**config.mk**
```make
export PLATFORM = sky130hd
export DESIGN_NAME = nrisc_irq_ctrl
export DESIGN_NICKNAME = d
export VERILOG_FILES = /design/src/rtl/nrisc_irq_ctrl_pkg.sv /design/src/rtl/nrisc_prio_enc.sv /design/src/rtl/nrisc_irq_ctrl.sv
export SDC_FILE = /design/constraint.sdc
export NUM_CORES = 1
export LEC_CHECK = 0
export BUFFER_PORTS_ARGS = -buffer_cell sky130_fd_sc_hd__buf_2
export CORE_UTILIZATION = 45
export DETAILED_ROUTE_END_ITERATION = 10
export PLACE_DENSITY = 0.67
export SETUP_SLACK_MARGIN = 0.4
export SLEW_MARGIN = 5
export SYNTH_ARGS = -nofsm -noshare
export SYNTH_HDL_FRONTEND = slang
export SYNTH_HIERARCHICAL = 1
export SYNTH_SLANG_ARGS = --single-unit
```
**constraint.sdc**
```tcl
create_clock -name clk -period 4.59 [get_ports clk]
set_clock_uncertainty 0.1 [all_clocks]
set_input_delay 0.918 -clock clk [delete_from_list [all_inputs] [get_ports clk]]
set_output_delay 0.918 -clock clk [all_outputs]
set_load 0.005 [all_outputs]
```
**src/rtl/nrisc_irq_ctrl_pkg.sv**
```systemverilog
// Shared constants and config encodings for the nRISC interrupt controller.
package nrisc_irq_ctrl_pkg;

  localparam int         STACK_TAM      = 8;
  localparam int         N_IRQ_DEF      = 8;
  localparam logic [7:0] VEC_BASE_DEF   = 8'h10;
  localparam int         VEC_STRIDE_DEF = 4;
  // One PC stack slot stays reserved for the interrupted main thread.
  localparam int         MAX_NEST_DEF   = STACK_TAM - 1;

  typedef enum logic [1:0] {
    CFG_MASK = 2'd0,
    CFG_EN   = 2'd1,
    CFG_CLR  = 2'd2,
    CFG_RSVD = 2'd3
  } cfg_sel_e;

endpackage

```
**src/rtl/nrisc_prio_enc.sv**
```systemverilog
// Lowest-index-wins priority encoder with a valid flag.
module nrisc_prio_enc
  import nrisc_irq_ctrl_pkg::*;
#(
  parameter int N     = N_IRQ_DEF,
  parameter int IDX_W = 3
) (
  input  logic [N-1:0]     req,
  output logic [IDX_W-1:0] idx,
  output logic             valid
);

  always_comb begin
    idx   = '0;
    valid = 1'b0;
    for (int i = N - 1; i >= 0; i--) begin
      if (req[i]) begin
        idx   = IDX_W'(i);
        valid = 1'b1;
      end
    end
  end

endmodule

```
**src/rtl/nrisc_irq_ctrl.sv**
```systemverilog
// Interrupt arbiter: edge latching, mask/enable, fixed-priority pre-emptive
// injection into the PC controller with bounded nesting.
module nrisc_irq_ctrl
  import nrisc_irq_ctrl_pkg::*;
#(
  parameter int         N_IRQ      = N_IRQ_DEF,
  parameter logic [7:0] VEC_BASE   = VEC_BASE_DEF,
  parameter int         VEC_STRIDE = VEC_STRIDE_DEF,
  parameter int         MAX_NEST   = MAX_NEST_DEF
) (
  input  logic             clk,
  input  logic             rst,
  input  logic [N_IRQ-1:0] IRQ_in,
  input  logic             CFG_we,
  input  logic [1:0]       CFG_sel,
  input  logic [N_IRQ-1:0] CFG_data,
  input  logic [1:0]       CORE_PC_ctrl,
  input  logic             CORE_IRET,
  output logic             INTERRUPT_flag,
  output logic [7:0]       INTERRUPT_ch,
  output logic [N_IRQ-1:0] IRQ_pending,
  output logic [N_IRQ-1:0] IRQ_inservice
);

  localparam int IDX_W = (N_IRQ > 1) ? $clog2(N_IRQ) : 1;
  localparam int CNT_W = $clog2(N_IRQ + 1);

  logic [N_IRQ-1:0] irq_prev;
  logic [N_IRQ-1:0] pending;
  logic [N_IRQ-1:0] inservice;
  logic [N_IRQ-1:0] mask;
  logic             enable;
  logic             flag;
  logic [7:0]       ch;

  logic [N_IRQ-1:0] edge_det;
  logic [N_IRQ-1:0] eligible;
  logic [IDX_W-1:0] cand_idx;
  logic             cand_any;
  logic [IDX_W-1:0] isr_idx;
  logic             isr_any;
  logic [N_IRQ-1:0] cand_oh;
  logic [N_IRQ-1:0] isr_oh;
  logic [CNT_W-1:0] nest_cnt;
  logic             cand_ok;
  logic             nest_ok;
  logic             inject;
  logic [N_IRQ-1:0] clr;
  logic [N_IRQ-1:0] pending_nxt;
  logic [N_IRQ-1:0] inservice_nxt;

  function automatic logic [7:0] vec_addr(input logic [IDX_W-1:0] idx);
    logic [31:0] a;
    a = 32'(VEC_BASE) + 32'(idx) * 32'(VEC_STRIDE);
    return a[7:0];
  endfunction

  function automatic logic [CNT_W-1:0] count_ones(input logic [N_IRQ-1:0] v);
    logic [CNT_W-1:0] c;
    c = '0;
    for (int i = 0; i < N_IRQ; i++) c = c + CNT_W'(v[i]);
    return c;
  endfunction

  assign edge_det = IRQ_in & ~irq_prev;
  assign eligible = pending & mask;

  nrisc_prio_enc #(.N(N_IRQ), .IDX_W(IDX_W)) u_cand_enc (
    .req   (eligible),
    .idx   (cand_idx),
    .valid (cand_any)
  );

  // The lowest in-service index is both the pre-emption threshold and the IRET target.
  nrisc_prio_enc #(.N(N_IRQ), .IDX_W(IDX_W)) u_isr_enc (
    .req   (inservice),
    .idx   (isr_idx),
    .valid (isr_any)
  );

  assign cand_oh  = N_IRQ'(1) << cand_idx;
  assign isr_oh   = N_IRQ'(1) << isr_idx;
  assign nest_cnt = count_ones(inservice);
  assign cand_ok  = cand_any && (!isr_any || (cand_idx < isr_idx));
  assign nest_ok  = int'(nest_cnt) < MAX_NEST;
  assign inject   = enable && cand_ok && (CORE_PC_ctrl == 2'b00) && !CORE_IRET
                    && !flag && nest_ok;

  always_comb begin
    clr = '0;
    if (CFG_we && (CFG_sel == CFG_CLR)) clr = CFG_data;
    if (inject) clr = clr | cand_oh;
    // A same-cycle edge always survives a clear.
    pending_nxt   = (pending & ~clr) | edge_det;
    inservice_nxt = inservice;
    if (inject) inservice_nxt = inservice | cand_oh;
    else if (CORE_IRET && isr_any) inservice_nxt = inservice & ~isr_oh;
  end

  always_ff @(posedge clk) begin
    if (rst) begin
      irq_prev  <= '0;
      pending   <= '0;
      inservice <= '0;
      mask      <= '0;
      enable    <= 1'b0;
      flag      <= 1'b0;
      ch        <= '0;
    end else begin
      irq_prev  <= IRQ_in;
      pending   <= pending_nxt;
      inservice <= inservice_nxt;
      if (CFG_we && (CFG_sel == CFG_MASK)) mask <= CFG_data;
      if (CFG_we && (CFG_sel == CFG_EN)) enable <= CFG_data[0];
      flag <= inject;
      if (inject) ch <= vec_addr(cand_idx);
    end
  end

  assign INTERRUPT_flag = flag;
  assign INTERRUPT_ch   = ch;
  assign IRQ_pending    = pending;
  assign IRQ_inservice  = inservice;

endmodule

```
## After elaboration in Yosys (flattened, before gate mapping)

Cells that the tools add are included.
W data, S select, Z words.

- Flip-flop bits (word level): 42
- Bits of input ports: 24
- Output and inout bits: 25

- $add $sub $neg: 8
- Order comparisons: 2
- Equality and inequality tests: 2
- Shift-type cells: 2
- Muxes and demuxes: 36
- Bitwise gates (word level): 10
- Reductions and logical operators: 17

Operators with widths:

| kind | count |
|---|---|
| $mux W3 | 16 |
| $and A8 B8 Y8 | 4 |
| $mux W8 | 4 |
| $not A8 Y8 | 3 |
| $or A8 B8 Y8 | 3 |
| $add A4 B1 Y4 | 4 |
| $mux W1 | 16 |
| $shl A1 B3 Y8 const A | 2 |
| $logic_and A1 B1 Y1 | 10 |
| $add A5 B5 Y6 const A | 1 |
| $add A3 B1 Y4 | 1 |
| $logic_not A2 Y1 | 2 |
| $lt A4 B3 Y1 const B | 1 |
| $add A2 B1 Y3 | 1 |
| $logic_not A1 Y1 | 3 |
| $lt A3 B3 Y1 | 1 |
| $add A1 B1 Y2 | 1 |
| $eq A2 B1 Y1 const B | 1 |
| $eq A2 B2 Y1 const B | 1 |
| $reduce_bool A2 Y1 | 1 |
| $logic_or A1 B1 Y1 | 1 |

## Longest topological paths before layout

- Depth in word-level cells: 21
- Depth in mapped cells: 12
- Depth with buffers taken out: 11

## By module

The synthesis kept the hierarchy.

Modules (own cells, without submodules):

| module | times used | cells each | area each (um^2) | seq. area each (um^2) |
|---|---|---|---|---|
| nrisc_irq_ctrl | 1 | 208 | 1983.2 | 760.7 |
| nrisc_prio_enc | 2 | 13 | 80.1 | 0.0 |

## Least setup slack after synthesis

OpenSTA, ideal clock, no wires.

- Path type: register to register
- Start point: reg inservice[0] (netlist: IRQ_inservice[0])
- End point: reg inservice[5] (netlist: IRQ_inservice[5])
- Arrival time: 3.633 ns
- Required time: 4.402 ns
- Path slack: 0.769 ns
- Stages on the path, launching flop included: 13
- Path buffers: 1
- Clock period less this slack: 3.821 ns
- Cells stage by stage: dfxtp_1 -> inv_1 -> fa_1 -> fa_1 -> fa_1 -> inv_1 -> ha_1 -> fa_1 -> xor2_1 -> and3_1 -> a2111o_1 -> buf_6 -> o32ai_2

- Longest elaborated chain between the ends: 10

Ends and longest elaborated chain:

| element | RTL line | text |
|---|---|---|
| from (decl) | nrisc_irq_ctrl.sv:30 | `logic [N_IRQ-1:0] inservice;` |
| from (signal assigned) | nrisc_irq_ctrl.sv:112 | `inservice <= inservice_nxt;` |
| $add A1 B1 Y2, or another cell as far along | nrisc_irq_ctrl.sv:61 | `for (int i = 0; i < N_IRQ; i++) c = c + CNT_W'(v[i]);` |
| $add A2 B1 Y3, or another cell as far along | nrisc_irq_ctrl.sv:61 |  |
| $add A3 B1 Y4 / $logic_or A1 B1 Y1 (equally long branches) | nrisc_irq_ctrl.sv:61, nrisc_irq_ctrl.sv:84 |  |
| $add A4 B1 Y4 / $logic_and A1 B1 Y1 (equally long branches) | nrisc_irq_ctrl.sv:61, nrisc_irq_ctrl.sv:84 |  |
| $add A4 B1 Y4 / $logic_and A1 B1 Y1 (equally long branches) (3 in series) | nrisc_irq_ctrl.sv:61, nrisc_irq_ctrl.sv:86 |  |
| $lt A4 B3 Y1 / $logic_and A1 B1 Y1 (equally long branches) | nrisc_irq_ctrl.sv:85, nrisc_irq_ctrl.sv:87 |  |
| $logic_and A1 B1 Y1 | nrisc_irq_ctrl.sv:87 | `&& !flag && nest_ok;` |
| $mux W8 / $reduce_bool A2 Y1 (equally long branches) | - |  |

Several ways; a longest one is shown, not always the timed one. The select of a mux whose other input is x is not followed.
A chain may end at the register's enable or synchronous reset.

## Worst setup path in the final report

- Start point: reg inservice[0] (netlist: IRQ_inservice[0])
- End point: reg ch[4] (netlist: INTERRUPT_ch[4])

- Longest elaborated chain between the ends: 9

Ends and longest elaborated chain:

| element | RTL line | text |
|---|---|---|
| $add A1 B1 Y2, or another cell as far along | nrisc_irq_ctrl.sv:61 |  |
| $add A2 B1 Y3, or another cell as far along | nrisc_irq_ctrl.sv:61 |  |
| $add A3 B1 Y4 / $logic_or A1 B1 Y1 (equally long branches) | nrisc_irq_ctrl.sv:61, nrisc_irq_ctrl.sv:84 |  |
| $add A4 B1 Y4 / $logic_and A1 B1 Y1 (equally long branches) | nrisc_irq_ctrl.sv:61, nrisc_irq_ctrl.sv:84 |  |
| $add A4 B1 Y4 / $logic_and A1 B1 Y1 (equally long branches) (3 in series) | nrisc_irq_ctrl.sv:61, nrisc_irq_ctrl.sv:86 |  |
| $lt A4 B3 Y1 / $logic_and A1 B1 Y1 (equally long branches) | nrisc_irq_ctrl.sv:85, nrisc_irq_ctrl.sv:87 |  |
| $logic_and A1 B1 Y1 (*) | nrisc_irq_ctrl.sv:87 |  |
| to (signal assigned) | nrisc_irq_ctrl.sv:116 | `if (inject) ch <= vec_addr(cand_idx);` |
| to (decl) | nrisc_irq_ctrl.sv:34 | `logic [7:0] ch;` |

Every way passes the cells marked *; elsewhere a longest branch is shown, timed or not.

==> metrics.md <==
| Metric | Value |
|---|---|
| Worst hold path endpoint | IRQ_pending[3] |
| Post-CTS setup-driven buffer insertion count | 0 |
| Die Y | 71.0 um |
| Global-route wire length before repair | 7640 um |
| Buffers on Ports | between 40 and 50 |
| Util after Layout | 0.555 |
| Maximum capacitance violations | 0 |
| Total of flip-flops plus latches after synthesis | 38 |
| Io pins | between 40 and 50 |
| Pin count of the biggest net entering global routing | 43 |
| Syn-to-layout area delta | 15.9% |
| Number of iterations in the first detailed-routing pass | 9 |
| Number of design-rule violations left by the first detailed-router iteration | ~110 |
| Hold buffer count at CTS | 0 |
| Final cell area excluding filler cells | 2480 sq um |
| Detailed-route wire length per cell | approximately 14 um |
| FF-to-FF setup slack | 0.53 ns |
| Share of the synthesized area in the top cell type | 0.355 |
| Number of max-slew violations in the final report | 0 |
| Power density over the cells | ~260 nW/um^2 |
| Final-layout setup total negative slack | 0 ns |
| Sequential share of the synthesized area | 0.355 |
| Clock input transition at the sequential cells of the worst setup and hold paths | approximately 0.07 ns |
| Number of instances in the synthesized netlist | ~230 |
| Startpoint of the worst-slack reg-to-reg timing path | IRQ_inservice[0] |
| Synthesized area | roughly 2100 sq um |
| Worst supply voltage drop on vdd | between 150 and 200 uV |
| Initial core utilization | 0.479 |
| Std-Cell Core Area | approximately 4500 sq um |
| Final-report hold violation count | 0 |
| Area used by multi-input combinational logic | roughly 1300 sq um |
| Post-placement setup slack | around 0.49 ns |
| Hold Path Depth | 2 |
| Metal-1 WL | ~2300 um |
| Type of element capturing the critical path | flop |
| Max_slew headroom | 0.524 |
| Clock tree root buffer cell | sky130_fd_sc_hd__clkbuf_8 |
| Post-detailed-route via-to-cell ratio | between 5 and 6 |
| Maximum clock rate | 0.246 GHz |
| Kind of critical path | flop to flop |
| Depth of the worst register-to-register path | 11 |
| Post-detail-place hpwl | 3320 um |
| Number of global-route vias before repair | 1684 |
| Cell variety after synth | between 40 and 50 |
| Initial antenna violation count | 0 |
| DP Area | between 2000 and 2500 sq um |
| Internal portion of total power | 493 uW |
| Cell with the most instances after synthesis | sky130_fd_sc_hd__dfxtp_1 |
| Logic pwr share | 0.112 |
| Total length of routed wires | approximately 4500 um |
| DRC | 3 |
| # placed instances | roughly 320 |
| Clock insertion delay at the later pin of the skew report | approximately 0.28 ns |
| Highest routed layer | met4 |
| Violated checks | DRC |
| FP Rows | 24 |
| Cts repair resizes | 0 |
| Routed length on met3 | 211 um |
| Fraction of final layout cells sized beyond drive strength 1 | 0.246 |
| Diode count | 0 |
| Tot GR Track Use | 0.192 |
| Floorplan die area | just over 5000 sq um |
| Required time of the critical path | about 4.7 ns |
| Worst hold margin | 0.360 ns |
| Time the worst path needs with I/O delays and setup | a little over 4 ns |
| Type of the most critical hold path | flop to flop |
| Floorplan die width | slightly above 70 um |
| Clk buf depth | 2 |
| Switching part of the total | 0.235 |
| Most frequent cells after synthesis | sky130_fd_sc_hd__dfxtp_1 (38), sky130_fd_sc_hd__inv_1 (20), sky130_fd_sc_hd__nor2_1 (16), sky130_fd_sc_hd__nor2b_1 (16), sky130_fd_sc_hd__nand2_1 (15) |
| Min-Delay Startpoint | irq_prev[3] |
| Met2 wire length | about 2000 um |
| Unrepaired setup endpoints after global routing | true |
| CTS tree | done |
| Total CTS buffers | 5 |
| Clock sink count | 38 |
| Peak fanout along the critical path | 11 |
| Mean instance size in the synthesized netlist | 9.16 sq um |
| Asr flop ratio synth | 0 |
| Largest area contributor in the synthesized netlist | sky130_fd_sc_hd__dfxtp_1 |
| Detailed-route via count | 1767 |
| Total congestion overflow after global routing | 0 |
| Outcome | finished, violations left |
| Relative contribution of sequential cells to total power | 0.543 |
| Routability-driven placement congestion ratio | about 0.81 |
| Post-layout nets | between 300 and 400 |
| Reg-to-Reg End | INTERRUPT_ch[4] |
| Leakage power | just over 1 nW |
| Portion of the clock cycle consumed by the worst path in the final layout | 0.885 |
| Top_reg_cell synth | sky130_fd_sc_hd__dfxtp_1 |
| Setup violation total in the final timing report | 0 |
| Tot Pwr | 645 uW |
| Post-layout instance count excluding filler cells | roughly 330 |
| Max H-tree Level | 2 |
| Part of the power in the clock network | 0.345 |
| Worst path arrival time | between 4 and 5 ns |
| Filler Cell Count | ~430 |
| Antenna violation net count after detailed routing | 0 |
| Final Worst Setup Slack | 0.526 ns |
| Number of enable-type register cells in the synthesized netlist | 0 |
| Synth top area cells | sky130_fd_sc_hd__dfxtp_1 (35%), sky130_fd_sc_hd__mux2i_1 (5.6%), sky130_fd_sc_hd__nor2b_1 (4.7%) |
| Slew at the pin closest to its max-slew limit | around 0.71 ns |
| Total area of sequential cells | between 700 and 800 sq um |
| Reported net switching power | around 150 uW |
| Critical Path Start Type | flop |
| Synth Warn # | 6 |
==> registers in the layout (all words and copies together) (netlist names) <==
| register | cells |
|---|---|
| IRQ_pending | 8 |
| enable | 1 |
| mask | 8 |
| INTERRUPT_flag | 1 |
| INTERRUPT_ch | 4 |
| IRQ_inservice | 8 |
| irq_prev | 8 |
==> kinds of logic after synthesis <==
family,synth area share
flops,0.355
xor+xnor,0.00409
simple gates,0.253
compound gates,0.189
mux,0.0613
fa+ha+maj,0.0666
buf+inv,0.0701
other cells,0.00175
==> worst max path at each step <==
stage / start / endpoint / slack, ns / cells past startpoint
after floorplan: IRQ_inservice[0] / IRQ_inservice[5] / 0.77 / 12
after global placement: IRQ_inservice[0] / INTERRUPT_ch[4] / 0.55 / 11
after detailed placement: IRQ_inservice[0] / INTERRUPT_ch[4] / 0.49 / 11
after CTS: IRQ_inservice[0] / INTERRUPT_ch[4] / 0.48 / 11
after global routing: IRQ_inservice[0] / IRQ_pending[4] / 0.39 / 11
final: IRQ_inservice[0] / INTERRUPT_ch[4] / 0.53 / 11
==> layout make-up <==
cell class / instances / area share
clock buffers: 6 / 0.0332
repair buffers: 47 / 0.0977
multi-input cells: 165 / 0.506
flip-flops and latches: 38 / 0.306
well taps: 52 / 0.0262
inverters: 20 / 0.0302
==> worst max-delay path: stages, from the launching register on <==
cell and delay [ns]:
sky130_fd_sc_hd__dfxtp_1 0.45, sky130_fd_sc_hd__inv_1 0.10, sky130_fd_sc_hd__fa_1 0.55, sky130_fd_sc_hd__fa_1 0.42
sky130_fd_sc_hd__fa_1 0.49, sky130_fd_sc_hd__inv_1 0.04, sky130_fd_sc_hd__ha_1 0.19, sky130_fd_sc_hd__fa_1 0.38
sky130_fd_sc_hd__xor2_1 0.18, sky130_fd_sc_hd__and3_1 0.19, sky130_fd_sc_hd__a2111o_2 0.55, sky130_fd_sc_hd__mux2_2 0.31
==> layout by cell type, fill, tap and decap left out, types with 2 or more instances in the layout <==
| master | n |
|---|---|
| sky130_fd_sc_hd__buf_2 | 44 |
| sky130_fd_sc_hd__dfxtp_1 | 38 |
| sky130_fd_sc_hd__inv_1 | 20 |
| sky130_fd_sc_hd__nor2b_1 | 16 |
| sky130_fd_sc_hd__nor2_1 | 16 |
| sky130_fd_sc_hd__nand2_1 | 15 |
| sky130_fd_sc_hd__nand2b_1 | 12 |
| sky130_fd_sc_hd__mux2i_1 | 12 |
| sky130_fd_sc_hd__nand3b_1 | 9 |
| sky130_fd_sc_hd__and2_1 | 8 |
| sky130_fd_sc_hd__clkbuf_8 | 6 |
| sky130_fd_sc_hd__o21a_1 | 5 |
| sky130_fd_sc_hd__o2bb2ai_1 | 5 |
| sky130_fd_sc_hd__ha_1 | 5 |
| sky130_fd_sc_hd__a21oi_1 | 4 |
| sky130_fd_sc_hd__fa_1 | 4 |
| sky130_fd_sc_hd__conb_1 | 4 |
| sky130_fd_sc_hd__a2bb2oi_1 | 3 |
| sky130_fd_sc_hd__or2_2 | 3 |
| sky130_fd_sc_hd__a2111oi_2 | 3 |
| sky130_fd_sc_hd__o32ai_2 | 3 |
| sky130_fd_sc_hd__buf_4 | 3 |
| sky130_fd_sc_hd__nand4b_1 | 2 |
| sky130_fd_sc_hd__a2111oi_0 | 2 |
| sky130_fd_sc_hd__or3_1 | 2 |
| sky130_fd_sc_hd__a41o_1 | 2 |
| sky130_fd_sc_hd__o31ai_1 | 2 |
| sky130_fd_sc_hd__a31oi_1 | 2 |
| sky130_fd_sc_hd__o21ai_0 | 2 |
| sky130_fd_sc_hd__a211oi_1 | 2 |
| sky130_fd_sc_hd__o21bai_1 | 2 |
| sky130_fd_sc_hd__o41ai_1 | 2 |
| sky130_fd_sc_hd__nor4_1 | 2 |
| sky130_fd_sc_hd__nor4_2 | 2 |
==> power by group through the flow <==
stage | Combinational, mW | Sequential [mW] | Clock [mW]
finish | 0.0724 | 0.350 | 0.222
global route | 0.0807 | 0.352 | 0.245
CTS | 0.0724 | 0.350 | 0.229
detailed placement | 0.0718 | 0.358 | 0
global placement | 0.0714 | 0.358 | 0
floorplan | 0.0461 | 0.357 | 0
==> layer usage <==
metal	vias up	track usage
met1	820	0.256
met5	-	0
met2	48	0.319
met3	2	0.0427
li1	897	-
met4	0	0.0467
No activity file was read; power rests on OpenSTA's default activity.
